## src/rtl/controle_servo_pwm_if.sv

```systemverilog
// rtl/controle_servo_pwm_if.sv - control and status signals of the servo PWM generator
interface controle_servo_pwm_if;
  logic       zera_s;
  logic       liga;
  logic [2:0] posicao;
  logic       pwm;
  logic       inicio_periodo;
  logic [2:0] posicao_atual;
  logic       ativo;

  modport master (
    output zera_s,
    output liga,
    output posicao,
    input  pwm,
    input  inicio_periodo,
    input  posicao_atual,
    input  ativo
  );

  modport slave (
    input  zera_s,
    input  liga,
    input  posicao,
    output pwm,
    output inicio_periodo,
    output posicao_atual,
    output ativo
  );
endinterface

```

## src/rtl/controle_servo_pwm.sv

```systemverilog
// rtl/controle_servo_pwm.sv - servo PWM generator with per-period shadowed position and enable
module controle_servo_pwm #(
  parameter int M     = 1_000_000,
  parameter int N     = 20,
  parameter int BASE  = 50_000,
  parameter int PASSO = 7_000
) (
  input  logic                 clock,
  input  logic                 zera_as_n,
  controle_servo_pwm_if.slave  servo
);

  localparam logic [N-1:0] ULTIMO  = N'(M - 1);
  localparam logic [N-1:0] BASE_N  = N'(BASE);
  localparam logic [N-1:0] PASSO_N = N'(PASSO);

  logic [N-1:0] cnt;
  logic [N-1:0] cnt_next;
  logic [2:0]   pos_q;
  logic [2:0]   pos_next;
  logic         ativo_q;
  logic         ativo_next;
  logic         pwm_q;
  logic         pwm_next;
  logic [N-1:0] largura_next;

  // Next-state: free-running period counter, shadow load at the wrap, synchronous
  // clear taking priority. pwm is precomputed from the next state so the output
  // comes straight from a flop and the pulse starts exactly on cnt=0.
  always_comb begin
    cnt_next     = cnt + 1'b1;
    pos_next     = pos_q;
    ativo_next   = ativo_q;
    if (servo.zera_s) begin
      cnt_next   = '0;
      pos_next   = 3'd0;
      ativo_next = 1'b0;
    end else if (cnt == ULTIMO) begin
      cnt_next   = '0;
      pos_next   = servo.posicao;
      ativo_next = servo.liga;
    end
    largura_next = BASE_N + PASSO_N * N'(pos_next);
    pwm_next     = ativo_next && (cnt_next < largura_next);
  end

  // State registers; the asynchronous reset also kills an in-flight pulse at once.
  always_ff @(posedge clock or negedge zera_as_n) begin
    if (!zera_as_n) begin
      cnt     <= '0;
      pos_q   <= 3'd0;
      ativo_q <= 1'b0;
      pwm_q   <= 1'b0;
    end else begin
      cnt     <= cnt_next;
      pos_q   <= pos_next;
      ativo_q <= ativo_next;
      pwm_q   <= pwm_next;
    end
  end

  assign servo.pwm            = pwm_q;
  assign servo.inicio_periodo = zera_as_n && (cnt == '0);
  assign servo.posicao_atual  = pos_q;
  assign servo.ativo          = ativo_q;

endmodule

```

## src/flat_wrapper.sv

```systemverilog
// flat-port wrapper written by rule: the top's interface ports become plain ports
module controle_servo_pwm_flat 
#(
  parameter int M     = 1_000_000,
  parameter int N     = 20,
  parameter int BASE  = 50_000,
  parameter int PASSO = 7_000
)
  (clock, zera_as_n, servo_zera_s, servo_liga, servo_posicao, servo_pwm, servo_inicio_periodo, servo_posicao_atual, servo_ativo);
  controle_servo_pwm_if servo_i ();
  input  logic clock;
  input  logic zera_as_n;
  input wire logic [$bits(servo_i.zera_s)-1:0] servo_zera_s;
  input wire logic [$bits(servo_i.liga)-1:0] servo_liga;
  input wire logic [$bits(servo_i.posicao)-1:0] servo_posicao;
  output wire logic [$bits(servo_i.pwm)-1:0] servo_pwm;
  output wire logic [$bits(servo_i.inicio_periodo)-1:0] servo_inicio_periodo;
  output wire logic [$bits(servo_i.posicao_atual)-1:0] servo_posicao_atual;
  output wire logic [$bits(servo_i.ativo)-1:0] servo_ativo;
  assign servo_i.zera_s = servo_zera_s;
  assign servo_i.liga = servo_liga;
  assign servo_i.posicao = servo_posicao;
  assign servo_pwm = servo_i.pwm;
  assign servo_inicio_periodo = servo_i.inicio_periodo;
  assign servo_posicao_atual = servo_i.posicao_atual;
  assign servo_ativo = servo_i.ativo;
  controle_servo_pwm #(.M(M), .N(N), .BASE(BASE), .PASSO(PASSO)) u_core (.clock(clock), .zera_as_n(zera_as_n), .servo(servo_i));
endmodule
```

## config.mk

```make
export PLATFORM = sky130hd
export DESIGN_NAME = controle_servo_pwm_flat
export DESIGN_NICKNAME = d
export VERILOG_FILES = /design/src/rtl/controle_servo_pwm_if.sv /design/src/rtl/controle_servo_pwm.sv /design/src/flat_wrapper.sv
export SDC_FILE = /design/constraint.sdc
export NUM_CORES = 1
export LEC_CHECK = 0
export BUFFER_PORTS_ARGS = -buffer_cell sky130_fd_sc_hd__buf_4
export CORE_MARGIN = 10
export CORE_UTILIZATION = 56
export DETAILED_ROUTE_END_ITERATION = 8
export GPL_TIMING_DRIVEN = 0
export PLACE_DENSITY = 0.88
export SKIP_LAST_GASP = 1
export SLEW_MARGIN = 15
export SYNTH_ARGS = -nofsm -noshare
export SYNTH_HDL_FRONTEND = slang
export SYNTH_SLANG_ARGS = --single-unit
export TNS_END_PERCENT = 100
```

## constraint.sdc

```tcl
create_clock -name clock -period 5.74 [get_ports clock]
set_input_delay 0.861 -clock clock [delete_from_list [all_inputs] [get_ports clock]]
set_output_delay 0.861 -clock clock [all_outputs]
set_load 0.05 [all_outputs]
```

==> impl_metrics.toml <==
[status]
status = "complete, no violations"

[final_layout]
antenna_cells = 0
area_growth_syn_to_layout_pct = 20.2
final_util = 0.689
final_cell_area_mm2 = 0.00274
drive_gt1_frac = 0.213
nets = 326

[detailed_routing]
vias = 2091
routed_wl_um = 5990
wl_per_cell_um = 17.6
viasPerCell = 6.13
antenna_left = 0
dr.pass1.iters = 4
route.detailed.drc = 0
drt_iter0_drc = 140

[worst_setup_path]
critPathLaunchType = "flop"
crit_fanout = 6
arrival_ns = 5.78
setup.worst_path.class = "reg -> reg"
cp.required_ns = 5.92
endpoint_kind = "flop"

[synth]
synth-async-reset-ratio = 1.00
ys_top_cells_by_area = "dfrtp_1, ha_1, xnor2_1, xor2_1, nor2_1"
syn_inst = 261
ys.flop_type = "dfrtp_1"
syn_nets = 295
synth.top_cell.area_share = 0.275
synth.distinct_cells = 49
syn_avg_cell_area_um2 = 8.73
yosys_warnings = 0
synth-seq-area-share = 0.275
synth_edf_count = 0
synth_seq_cells = 25
synth_top_area_cell = "dfrtp_1"
syn_area_mm2 = 0.00228

[floorplanning]
core_mm2 = 0.00397
die_h_um = 83.8
floorplan.rows = 23
ios = 13
die_w_um = 83.8
start_util = 0.574
die_area_mm2 = 0.00702

[timing]
setup_viol = 0
slew_violations = 0
finalHoldViolCount = 0
worst_pin_slew_ns = 1.06
timing.fmax_mhz = 179
slew_headroom = 0.285
postLayoutSetupSlackWorst_ns = 0.141
fin_crit_ns = 5.60
fin_crit_sh = 0.975
clock_skew_ns = 0.00815

[placed_design]
post-place-ws_ns = -0.904
place.gp.congestion = 0.903
placed_cell_area_mm2 = 0.00243
io_buffer_count = 12
dpl.hpwl_um = 4090

[clock_tree]
postCtsHoldBufs = 0
root_buffer = "clkbuf_8"
clk_latency_ns = 0.27
path_clk_slew_ns = 0.09
clk_path_buf_depth = 2
cts_buffers = 3
cts_tree = "built"
h-tree-depth = 1
clkSinkCount = 25

[global_routing]
grt_usage = 0.153
grt_max_degree = 27
antenna_found_initial = 0
first_global_vias = 2017
grt_remaining_overflow = 0
grt_pass1_wl_um = 9320

[flow_run]
cap_violations = 0

[worst_hold_path]
hp-class = "in -> async"

[power_and_ir_drop]
powerDensity_mw_per_mm2 = 114
leakagePower_nw = 1.28
power.total_uw = 313
ir_worst_vdd_uv = 82.2
worst max-delay path, cell delays in order (launching register included):
cell and delay (ns):
dfrtp_1 0.44, ha_4 0.19, and4_4 0.26, nand2_4 0.07, nor4_4 0.27, buf_6 0.17
mux2i_2 0.31, nor2_4 0.10, ha_1 0.28, inv_1 0.07, ha_1 0.15, buf_6 0.13
inv_2 0.06, fa_2 0.47, nor2b_4 0.21, buf_4 0.13, buf_4 0.10, nor3_1 0.04
o31ai_1 0.25, a21oi_2 0.13, xor2_1 0.20, ha_1 0.30, a21o_1 0.16, a21o_1 0.16
a21o_1 0.16, a21o_1 0.20, a2111oi_4 0.22, nor4b_4 0.27
layer usage:
metal / GRT usage / up-vias / wire (um)
met3: 0.0225 / 26 / 220
met2: 0.283 / 65 / 3130
li1: - / 988 / -
met4: 0.0441 / 0 / 264
met1: 0.176 / 1012 / 2380
met5: 0 / - / 0
kinds of logic after synthesis:
group / synth area share
buffers and inverters: 0.0379
multiplexers: 0.0264
XOR/XNOR: 0.123
AND/OR/NAND/NOR: 0.248
adder cells (fa/ha/maj): 0.152
flip-flops: 0.275
AO/OA/AOI/OAI: 0.138
stage by stage:
step	std cells	hold slack, ns	TNS, ns
finish	341	0.479	0
global route	341	0.501	-0.0828
CTS	333	0.491	0
detailed placement	323	0.531	-0.904
global placement	323	0.506	-0.688
floorplan	261	0.474	0
cell usage after synthesis (9+ instances only):
| master | number |
|---|---|
| nand4_1 | 10 |
| dfrtp_1 | 25 |
| ha_1 | 26 |
| a21oi_1 | 9 |
| a21o_1 | 9 |
| nand2_1 | 13 |
| xor2_1 | 16 |
| xnor2_1 | 16 |
| nor2_1 | 32 |
| nand3_1 | 10 |
| inv_1 | 13 |
sequential cells by signal (all words and copies together) (netlist names):
register / count
u_core.cnt: 20
u_core.servo.posicao_atual: 3
u_core.servo.ativo: 1
u_core.servo.pwm: 1
placed cells by master, fill, tap and decap left out, types with 10 or more instances in the layout:
cell type / n
nor2_1: 31
nand3_1: 10
xnor2_1: 16
buf_4: 26
xor2_1: 15
nand4_1: 10
ha_1: 22
inv_1: 12
dfrtp_1: 25
nand2_1: 13
area by class of cell:
class,instances,area (um2)
Buffer,7,36.3
Clock buffer,3,41.3
Clock inverter,1,5.00
Fill cell,287,1230
Inverter,14,53.8
Multi-Input combinational cell,214,1710
Sequential cell,25,626
Tap cell,50,62.6
Timing Repair Buffer,27,206
where the power goes:
part,switching [mW],internal (mW),leakage (nW)
sequential,0.00287,0.178,0.347
combinational,0.0161,0.0104,0.906
clock,0.0572,0.0485,0.0255
total,0.0761,0.237,1.28
final timing paths:
check                                    startpoint                          to  slack, ns  cells past startpoint
hold reg to reg            u_core.cnt[11]$_DFF_PN0_    u_core.cnt[11]$_DFF_PN0_       0.64                      2
hold / removal                            zera_as_n     u_core.cnt[0]$_DFF_PN0_       0.48                      1
setup reg to reg            u_core.cnt[1]$_DFF_PN0_  u_core.servo.pwm$_DFF_PN0_       0.14                     27
min in group clock         u_core.cnt[11]$_DFF_PN0_    u_core.cnt[11]$_DFF_PN0_       0.64                      2
max in group asynchronous                 zera_as_n    u_core.cnt[11]$_DFF_PN0_       5.01                      1
setup / recovery            u_core.cnt[1]$_DFF_PN0_  u_core.servo.pwm$_DFF_PN0_       0.14                     27
timing repair:
item | CTS | global route
buffers inserted | 6 | 9
endpoints found under the setup margin | 1 | 1
pin swaps | 4 | 13
resized for setup | 19 | 15
Note: power is estimated with default switching activity, not from simulation.
